===== src/rtl/qspi_xip_line_cache_if.sv =====
`default_nettype none
// ============================================================================
// Module   : qspi_xip_line_cache_if
// Brief    : AHB-Lite slave-slot signal bundle for the XIP line cache.
// Revision : 1.0 - initial release
// ============================================================================
interface qspi_xip_line_cache_if #(
    parameter int ADDR_W = 24
);
    logic              HSEL;
    logic              HREADY;
    logic [1:0]        HTRANS;
    logic              HWRITE;
    logic [ADDR_W-1:0] HADDR;
    logic              HREADYOUT;
    logic              HRESP;
    logic [31:0]       HRDATA;

    modport master (
        output HSEL, HREADY, HTRANS, HWRITE, HADDR,
        input  HREADYOUT, HRESP, HRDATA
    );

    modport slave (
        input  HSEL, HREADY, HTRANS, HWRITE, HADDR,
        output HREADYOUT, HRESP, HRDATA
    );
endinterface
`default_nettype wire


===== src/rtl/qspi_xip_line_cache.sv =====
`default_nettype none
// ============================================================================
// Module   : qspi_xip_line_cache
// Brief    : Read-only direct-mapped line cache in front of the QSPI XIP reader.
//            Optional hit/miss counters with QSPI_XIP_CACHE_STATS_EN.
// Revision : 1.0 - initial release
// ============================================================================
module qspi_xip_line_cache #(
    parameter int NUM_LINES  = 32,
    parameter int LINE_WORDS = 4,
    parameter int ADDR_W     = 24
) (
    input  wire logic              HCLK,
    input  wire logic              HRESETn,
    qspi_xip_line_cache_if.slave   ahb,
    input  wire logic              flush,
    output logic                   fill_req,
    output logic [ADDR_W-1:0]      fill_addr,
    input  wire logic              fill_valid,
    input  wire logic [31:0]       fill_rdata
`ifdef QSPI_XIP_CACHE_STATS_EN
    ,
    output logic [31:0]            hit_cnt,
    output logic [31:0]            miss_cnt
`endif
);

    localparam int c_WORD_W  = $clog2(LINE_WORDS);
    localparam int c_IDX_W   = $clog2(NUM_LINES);
    localparam int c_TAG_LSB = 2 + c_WORD_W + c_IDX_W;
    localparam int c_TAG_W   = ADDR_W - c_TAG_LSB;

    typedef enum logic [2:0] {
        IDLE   = 3'd0,
        LOOKUP = 3'd1,
        FILL   = 3'd2,
        RESP   = 3'd3,
        ERR1   = 3'd4,
        ERR2   = 3'd5
    } state_t;

    state_t                  r_state;
    logic                    r_hreadyout;
    logic                    r_hresp;
    logic [31:0]             r_hrdata;
    logic                    r_fill_req;
    logic [ADDR_W-1:0]       r_fill_addr;
    logic [c_WORD_W-1:0]     r_cnt;
    logic [c_TAG_W-1:0]      r_tag;
    logic [c_IDX_W-1:0]      r_idx;
    logic [c_WORD_W-1:0]     r_word;
    logic                    r_flush_pend;
    logic [NUM_LINES-1:0]    r_valid;
    logic [c_TAG_W-1:0]      r_tag_mem  [NUM_LINES];
    logic [31:0]             r_data_mem [NUM_LINES*LINE_WORDS];

    logic                    w_accept;
    logic [c_WORD_W-1:0]     w_word;
    logic [c_IDX_W-1:0]      w_idx;
    logic [c_TAG_W-1:0]      w_tag;
    logic                    w_hit;
    logic                    w_last;
    logic                    w_fill_done;
    logic                    w_unused_bits;

    assign w_accept    = ahb.HSEL & ahb.HREADY & ahb.HTRANS[1];
    assign w_word      = ahb.HADDR[c_WORD_W+1:2];
    assign w_idx       = ahb.HADDR[c_TAG_LSB-1:c_WORD_W+2];
    assign w_tag       = ahb.HADDR[ADDR_W-1:c_TAG_LSB];
    assign w_hit       = r_valid[w_idx] & (r_tag_mem[w_idx] == w_tag);
    assign w_last      = (r_cnt == c_WORD_W'(LINE_WORDS - 1));
    assign w_fill_done = (r_state == FILL) & fill_valid & w_last;
    assign w_unused_bits = &{1'b0, ahb.HADDR[1:0], ahb.HTRANS[0]};

    assign ahb.HREADYOUT = r_hreadyout;
    assign ahb.HRESP     = r_hresp;
    assign ahb.HRDATA    = r_hrdata;
    assign fill_req      = r_fill_req;
    assign fill_addr     = r_fill_addr;

    // Lookup happens on the address-phase edge so a hit's data is registered
    // and presented in the very first data-phase cycle.
    always_ff @(posedge HCLK or negedge HRESETn) begin
        if (!HRESETn) begin
            r_state      <= IDLE;
            r_hreadyout  <= 1'b1;
            r_hresp      <= 1'b0;
            r_hrdata     <= '0;
            r_fill_req   <= 1'b0;
            r_fill_addr  <= '0;
            r_cnt        <= '0;
            r_tag        <= '0;
            r_idx        <= '0;
            r_word       <= '0;
            r_flush_pend <= 1'b0;
        end else begin
            case (r_state)
                FILL: begin
                    if (flush) r_flush_pend <= 1'b1;
                    if (fill_valid) begin
                        if (r_cnt == r_word) r_hrdata <= fill_rdata;
                        r_cnt <= r_cnt + c_WORD_W'(1);
                        if (w_last) begin
                            r_state      <= RESP;
                            r_hreadyout  <= 1'b1;
                            r_fill_req   <= 1'b0;
                            r_flush_pend <= 1'b0;
                        end
                    end
                end
                ERR1: begin
                    r_state     <= ERR2;
                    r_hreadyout <= 1'b1;
                    r_hresp     <= 1'b1;
                end
                default: begin
                    r_state     <= IDLE;
                    r_hreadyout <= 1'b1;
                    r_hresp     <= 1'b0;
                    if (w_accept) begin
                        r_tag  <= w_tag;
                        r_idx  <= w_idx;
                        r_word <= w_word;
                        if (ahb.HWRITE) begin
                            r_state     <= ERR1;
                            r_hreadyout <= 1'b0;
                            r_hresp     <= 1'b1;
                        end else if (w_hit) begin
                            r_state  <= LOOKUP;
                            r_hrdata <= r_data_mem[{w_idx, w_word}];
                        end else begin
                            r_state     <= FILL;
                            r_hreadyout <= 1'b0;
                            r_fill_req  <= 1'b1;
                            r_fill_addr <= {w_tag, w_idx, {(c_WORD_W+2){1'b0}}};
                        end
                    end
                end
            endcase
        end
    end

    // A flush seen at any point of a fill keeps the freshly filled line invalid.
    always_ff @(posedge HCLK or negedge HRESETn) begin
        if (!HRESETn) begin
            r_valid <= '0;
        end else if (flush) begin
            r_valid <= '0;
        end else if (w_fill_done && !r_flush_pend) begin
            r_valid[r_idx] <= 1'b1;
        end
    end

    always_ff @(posedge HCLK) begin
        if (r_state == FILL && fill_valid) begin
            r_data_mem[{r_idx, r_cnt}] <= fill_rdata;
            if (w_last) r_tag_mem[r_idx] <= r_tag;
        end
    end

`ifdef QSPI_XIP_CACHE_STATS_EN
    logic w_hit_evt;

    assign w_hit_evt = (r_state != FILL) && (r_state != ERR1) && w_accept
                       && !ahb.HWRITE && w_hit;

    always_ff @(posedge HCLK or negedge HRESETn) begin
        if (!HRESETn) begin
            hit_cnt  <= '0;
            miss_cnt <= '0;
        end else if (flush) begin
            hit_cnt  <= '0;
            miss_cnt <= '0;
        end else begin
            if (w_hit_evt && hit_cnt != 32'hFFFF_FFFF)     hit_cnt  <= hit_cnt + 32'd1;
            if (w_fill_done && miss_cnt != 32'hFFFF_FFFF)  miss_cnt <= miss_cnt + 32'd1;
        end
    end
`endif

endmodule
`default_nettype wire


===== src/flat_wrapper.sv =====
// flat-port wrapper written by rule: the top's interface ports become plain ports
module qspi_xip_line_cache_flat 
#(
    parameter int NUM_LINES  = 32,
    parameter int LINE_WORDS = 4,
    parameter int ADDR_W     = 24
)
  (HCLK, HRESETn, flush, fill_req, fill_addr, fill_valid, fill_rdata, ahb_HSEL, ahb_HREADY, ahb_HTRANS, ahb_HWRITE, ahb_HADDR, ahb_HREADYOUT, ahb_HRESP, ahb_HRDATA);
  qspi_xip_line_cache_if #(.ADDR_W(ADDR_W)) ahb_i ();
  input  wire logic HCLK;
  input  wire logic HRESETn;
  input  wire logic flush;
  output logic fill_req;
  output logic [ADDR_W-1:0] fill_addr;
  input  wire logic fill_valid;
  input  wire logic [31:0] fill_rdata;
  input wire logic [$bits(ahb_i.HSEL)-1:0] ahb_HSEL;
  input wire logic [$bits(ahb_i.HREADY)-1:0] ahb_HREADY;
  input wire logic [$bits(ahb_i.HTRANS)-1:0] ahb_HTRANS;
  input wire logic [$bits(ahb_i.HWRITE)-1:0] ahb_HWRITE;
  input wire logic [$bits(ahb_i.HADDR)-1:0] ahb_HADDR;
  output wire logic [$bits(ahb_i.HREADYOUT)-1:0] ahb_HREADYOUT;
  output wire logic [$bits(ahb_i.HRESP)-1:0] ahb_HRESP;
  output wire logic [$bits(ahb_i.HRDATA)-1:0] ahb_HRDATA;
  assign ahb_i.HSEL = ahb_HSEL;
  assign ahb_i.HREADY = ahb_HREADY;
  assign ahb_i.HTRANS = ahb_HTRANS;
  assign ahb_i.HWRITE = ahb_HWRITE;
  assign ahb_i.HADDR = ahb_HADDR;
  assign ahb_HREADYOUT = ahb_i.HREADYOUT;
  assign ahb_HRESP = ahb_i.HRESP;
  assign ahb_HRDATA = ahb_i.HRDATA;
  qspi_xip_line_cache #(.NUM_LINES(NUM_LINES), .LINE_WORDS(LINE_WORDS), .ADDR_W(ADDR_W)) u_core (.HCLK(HCLK), .HRESETn(HRESETn), .ahb(ahb_i), .flush(flush), .fill_req(fill_req), .fill_addr(fill_addr), .fill_valid(fill_valid), .fill_rdata(fill_rdata));
endmodule

===== config.mk =====
export PLATFORM = sky130hd
export DESIGN_NAME = qspi_xip_line_cache_flat
export DESIGN_NICKNAME = d
export VERILOG_FILES = /design/src/rtl/qspi_xip_line_cache_if.sv /design/src/rtl/qspi_xip_line_cache.sv /design/src/flat_wrapper.sv
export SDC_FILE = /design/constraint.sdc
export NUM_CORES = 2
export LEC_CHECK = 0
export CAP_MARGIN = 40
export CORE_MARGIN = 10
export CORE_UTILIZATION = 29
export CTS_CLUSTER_SIZE = 16
export DETAILED_ROUTE_END_ITERATION = 8
export GPL_TIMING_DRIVEN = 0
export RECOVER_POWER = 25
export REMOVE_ABC_BUFFERS = 1
export SYNTH_ARGS = -nofsm -noshare
export SYNTH_HDL_FRONTEND = slang
export SYNTH_MEMORY_MAX_BITS = 65536
export SYNTH_SLANG_ARGS = --single-unit

===== constraint.sdc =====
create_clock -name HCLK -period 3.5 [get_ports HCLK]
set_input_delay 0.875 -clock HCLK [delete_from_list [all_inputs] [get_ports HCLK]]
set_output_delay 0.875 -clock HCLK [all_outputs]
set_load 0.02 [all_outputs]

# Word level (Yosys, flattened, before mapping)
# Memory sizes are Yosys's and may differ from the RTL's.
# Cells that the tools add are included.
# totals
n_memories	2
word_cells	93
output_inout_bits	59
ff_bits	115
ramBits	4576
in_bits	65
# mem_list
memory	depth	width	rd	rd_ports_with_merged_regs	wr	line_no	rtl
u_core.r_data_mem	128	32	1	0	1	qspi_xip_line_cache.sv:55	logic [31:0] r_data_mem [NUM_LINES*LINE_WORDS];
u_core.r_tag_mem	32	15	1	0	1	qspi_xip_line_cache.sv:54	logic [c_TAG_W-1:0] r_tag_mem [NUM_LINES];
# op_classes
magnitude_cmp	3
add_sub_neg	1
n_bitwise	10
muxes	41
eq_ne	10
reduce_logical	14
# op_table
cell	n
$mux 32	7
$pmux 32 s2	1
$or 32x32->32	1
$mux 1	22
$eq 15x15->1	1
$lt 5x6->1 const B	2
$mux 3	4
$reduce_and 6->1	2
$ne 2x2->1 const B	3
$pmux 1 s2	3
$pmux 3 s2	1
$reduce_and 2->1	3
$reduce_bool 2->1	3
$and 1x1->1	5
$bmux 1 s5	1
$demux 1 s5	1
$ge 5x1->1 const B	1
$ne 2x1->1 const B	2
$not 1->1	4
$reduce_and 4->1	1
$eq 3x2->1 const B	1
$eq 3x3->1 const B	1
$logic_and 1x1->1	3
$add 2x1->2 const B	1
other kinds (5)	5

# Logic depth before layout (Yosys ltp)
# depth
depth_word	7
depth_mapped	17

# Worst setup path before layout
# OpenSTA, ideal clock, no wires.
# synth_path
kind	in2reg
from	input ahb_HADDR[5]
to	register u_core.r_hrdata[0] (netlist: u_core.ahb.HRDATA[0])
setup_slack_ps	-573
path_buffers	7
required_time_ps	3375
stages	16
setup_ps	125
t_arrival_ps	3948
path_cell_list	buf_2 > buf_4 > buf_6 > buf_6 > buf_2 > buf_2 > mux2i_1 > a22oi_1 > nand3_1 > nand4_1 > xor2_1 > nor2_1 > nand4_1 > o41a_4 > buf_6 > mux2_4
# synth_via
elab_chain_cells	5
elab_cells_between_ends	12
cone_classes	1 x eq/ne; 6 x mux; 1 x bitwise; 2 x reduce/logical; 2 x memory
# synth_rtl
item	line_no	rtl
start, declared	flat_wrapper.sv:21	input wire logic [$bits(ahb_i.HADDR)-1:0] ahb_HADDR;
$mem_v2 128x32, or another cell as far along	--	
$mux 32, or another cell as far along	qspi_xip_line_cache.sv:128	end else if (w_hit) begin
$mux 32 / $and 1x1->1 (equally long branches)	qspi_xip_line_cache.sv:124, qspi_xip_line_cache.sv:70	
$mux 32 / $reduce_bool 2->1 (equally long branches)	--	
$pmux 32 s2 / $reduce_and 6->1 (equally long branches)	--	
end signal, assigned	qspi_xip_line_cache.sv:101	if (r_cnt == r_word) r_hrdata <= fill_rdata;
end signal, assigned	qspi_xip_line_cache.sv:130	r_hrdata <= r_data_mem[{w_idx, w_word}];
end, declared	qspi_xip_line_cache.sv:45	logic [31:0] r_hrdata;
# Parallel ways exist; a longest one is shown, timed or not. The select of a mux whose other input is x is not followed.
# A chain may end at the register's enable or synchronous reset.

# Final worst setup path
# layout_path
from	input ahb_HADDR[2]
to	register u_core.r_hrdata[6] (netlist: u_core.ahb.HRDATA[6])
# layout_via
elab_chain_cells	5
# layout_rtl
item	line_no	rtl
$mem_v2 128x32	--	
$mux 32	qspi_xip_line_cache.sv:128	
$mux 32	qspi_xip_line_cache.sv:124	if (ahb.HWRITE) begin
$mux 32	qspi_xip_line_cache.sv:120	if (w_accept) begin
$pmux 32 s2	qspi_xip_line_cache.sv:97	case (r_state)
# Every way passes these cells. The select of a mux whose other input is x is not followed.

==> impl_metrics.tcl <==
set metrics [dict create \
    clk_pin_slew_worst_paths_ns 0.06 \
    setup_violations 32 \
    reg2reg_to "u_core.ahb.HRDATA[21]$_DFFE_PN0P_" \
    fillers 56000 \
    yosysUniqueCellTypes 62 \
    grt_antenna_before_repair 48 \
    start_kind "input pin" \
    crit_fanout 39 \
    coreArea_um2 618000 \
    io_pins 124 \
    via_per_inst 5.20 \
    cts-root-buf "clkbuf_16" \
    synth_cells 8242 \
    h-tree-depth 5 \
    grt_start_max_net_pins 163 \
    powerDensity_nw_per_um2 563 \
    worstPathRequired_ns 4.34 \
    hold_violations 0 \
    fin_crit_sh_pct 113 \
    p_leak_nw 67.8 \
    ir_drop_mv 0.482 \
    grt-ovfl-total 0 \
    hp-class "input pin to flip-flop" \
    cts_max_path_buffers 4 \
    place.gp.congestion 0.768 \
    grt_pass1_wl_um 708000 \
    die_area_um2 651000 \
    final_common_cell "edfxtp_1" \
    drtPass1Iterations 6 \
    fin_skew_ns 0.112 \
    violations "capacitance limit, slew limit, setup timing" \
    end_kind "flip-flop" \
    dp_hpwl_um 300000 \
    postRouteAntennaNets 0 \
    route.detailed.drc 0 \
    syn_area_um2 180000 \
    grt_pass1_vias 89800 \
    final_cell_mix "edfxtp_1 (4576), mux4_2 (995), mux2i_1 (609), clkbuf_16 (434), nand2_1 (191)" \
    clock-sinks 4691 \
    layout-drive-gt1-share_pct 27.7 \
    layout_min_cycle_time_ns 3.97 \
    synthArstFlopShare_pct 2.45 \
    slew_headroom_pct -153 \
    finalPower_mw 121 \
    cp.arrival_ns 4.81 \
    status "complete, but fails checks" \
    max-cap-violations 35 \
    via_count 90600 \
    insertion_delay_ns 1.05 \
    timing_worst_setup_path_type "input pin to flip-flop" \
    fin_ws_ns -0.469 \
    nets 8974 \
    grt.total_usage_pct 15.1 \
    synth-edff-count 4576 \
    fin_cells 17400 \
    io_buffers 116 \
    rsz0062_at_grt "yes" \
    routed_wl_um 513000 \
    yosys_register_bits 4691 \
    fp-row-count 289 \
    r2r_start "u_core.r_state[2]$_DFFE_PN0P_" \
    dp_cells 16400 \
    fp.dieH_um 807 \
    cts_tree "yes" \
    min_path_cells 2 \
    hp-start "ahb_HADDR[7]" \
    area_delta_synth_final_pct 20.0 \
    wl_per_cell_um 29.4 \
    whs_endpoint "u_core.fill_addr[7]$_DFFE_PN0P_" \
    ys.flop_type "edfxtp_1" \
    utilization_pct 34.9 \
    startpoint "ahb_HADDR[2]" \
    syn_avg_cell_area_um2 21.8 \
    start_util_pct 29.1 \
    yosysSeqAreaShare_pct 78.1 \
    cts_buffers 428 \
    clock.fmax_mhz 252 \
    ys_warn_count 0 \
    slew_viol_final 1995 \
    worst_pin_slew_ns 3.80 \
    r2r_slack_ns -0.45 \
    first_iter_violations 12500 \
    die_w_um 807 \
    ff2ff_path_depth 10 \
]
synthesized netlist by cell type (74+ instances only):
| library cell | count | area (um^2) |
|---|---|---|
| o22ai_1 | 74 | 463 |
| o221ai_1 | 127 | 1110 |
| o21ai_0 | 201 | 1010 |
| a22oi_1 | 80 | 601 |
| nand2_1 | 204 | 766 |
| mux4_2 | 995 | 22400 |
| a21oi_1 | 177 | 886 |
| nor2_1 | 224 | 841 |
| dfrtp_1 | 114 | 2850 |
| edfxtp_1 | 4576 | 137000 |
| mux2i_1 | 609 | 6100 |
| clkbuf_1 | 331 | 1240 |
worst max-delay path, stage by stage:
cell and delay (ns):
buf_16 0.13, buf_16 0.20, buf_16 0.26, buf_16 0.21, buf_16 0.30, nand2_8 0.25, buf_16 0.29, o22ai_1 0.15
a211o_1 0.28, a21oi_1 0.18, o21ai_0 0.36, a21oi_1 0.34, buf_4 0.23, a2111oi_0 0.08, buf_1 0.15, mux2_4 0.26
state kept, by name, summed over array words and instances, names as in the netlist, 3 cells and up:
register and flops:
u_core.fill_addr 20, u_core.r_tag_mem 480, u_core.r_state 3, u_core.ahb.HRDATA 32, u_core.r_tag 15, u_core.r_idx 5
u_core.r_data_mem 4096, u_core.r_valid 32
power breakdown:
part | switching [mW] | internal (mW) | leakage (nW)
clock | 20.7 | 26.1 | 6.78
sequential | 1.17 | 63.1 | 42.6
combinational | 6.31 | 3.92 | 18.5
total | 28.2 | 93.2 | 67.8
final cells by class:
type | instances | area (um^2) | area share, %
inverters | 5 | 32.5 | 0.0151
repair buffers | 713 | 11800 | 5.47
clock inverters | 255 | 2610 | 1.21
diodes | 11 | 27.5 | 0.0128
well taps | 8148 | 10200 | 4.73
multi-input cells | 3069 | 39400 | 18.3
clock buffers | 524 | 11200 | 5.22
flip-flops and latches | 4691 | 140000 | 65.1
how the worst max path moves through the flow:
stage	end	slack (ns)	cells past startpoint
finish	u_core.ahb.HRDATA[6]$_DFFE_PN0P_	-0.47	16
global route	u_core.ahb.HRDATA[2]$_DFFE_PN0P_	-0.54	12
CTS	u_core.ahb.HRDATA[6]$_DFFE_PN0P_	-0.37	11
detailed placement	u_core.ahb.HRDATA[14]$_DFFE_PN0P_	-3.33	15
global placement	u_core.ahb.HRDATA[13]$_DFFE_PN0P_	-149.85	7
floorplan	u_core.fill_addr[10]$_DFFE_PN0P_	-4.38	9
timing repair:
item / 4_1_cts / 5_1_grt
resized for setup: 123 / 26
endpoints found under the setup margin: 3924 / 328
hold buffers: 1 / 0
cloned: 42 / 3
setup buffers: 98 / 33
endpoints found under the hold margin: 48 / 0
pin swaps: 54 / 23
metrics by stage:
step                      hold WS (ns)  setup slack [ns]  cell area, um^2  setup TNS, ns
after floorplan                  0.457             -4.38           178000        -232.08
after global placement           0.460           -149.85           189000              -
after detailed placement         0.461             -3.33           198000       -2377.66
after CTS                        0.269            -0.371           215000          -9.19
after global routing             0.379            -0.536           216000         -16.40
final                            0.404            -0.469           216000         -12.22
kinds of logic (layout without fill, tap and decap cells):
| family | Yosys count | count (layout) | share of synthesized area (%) |
|---|---|---|---|
| flops | 4691 | 4691 | 78.1 |
| mux | 1676 | 1676 | 16.4 |
| compound gates | 829 | 829 | 3.05 |
| simple gates | 540 | 541 | 1.26 |
| buf+inv | 486 | 1497 | 1.12 |
| xor+xnor | 18 | 18 | 0.0878 |
| fa+ha+maj | 1 | 1 | 0.00696 |
| other cells | 1 | 15 | 0.00209 |
per-layer routing:
metal  vias up  share of wire [%]  wire, um  global-route usage [%]
li1      36200                  -         -                       -
met1     48800                 39    201000                    20.5
met2      4865                 47    241000                    24.1
met3       828                 10     53100                    3.41
met4        22                3.5     17800                    4.75
met5         -              0.031       159                       0
Note: power is estimated with default switching activity, not from simulation.
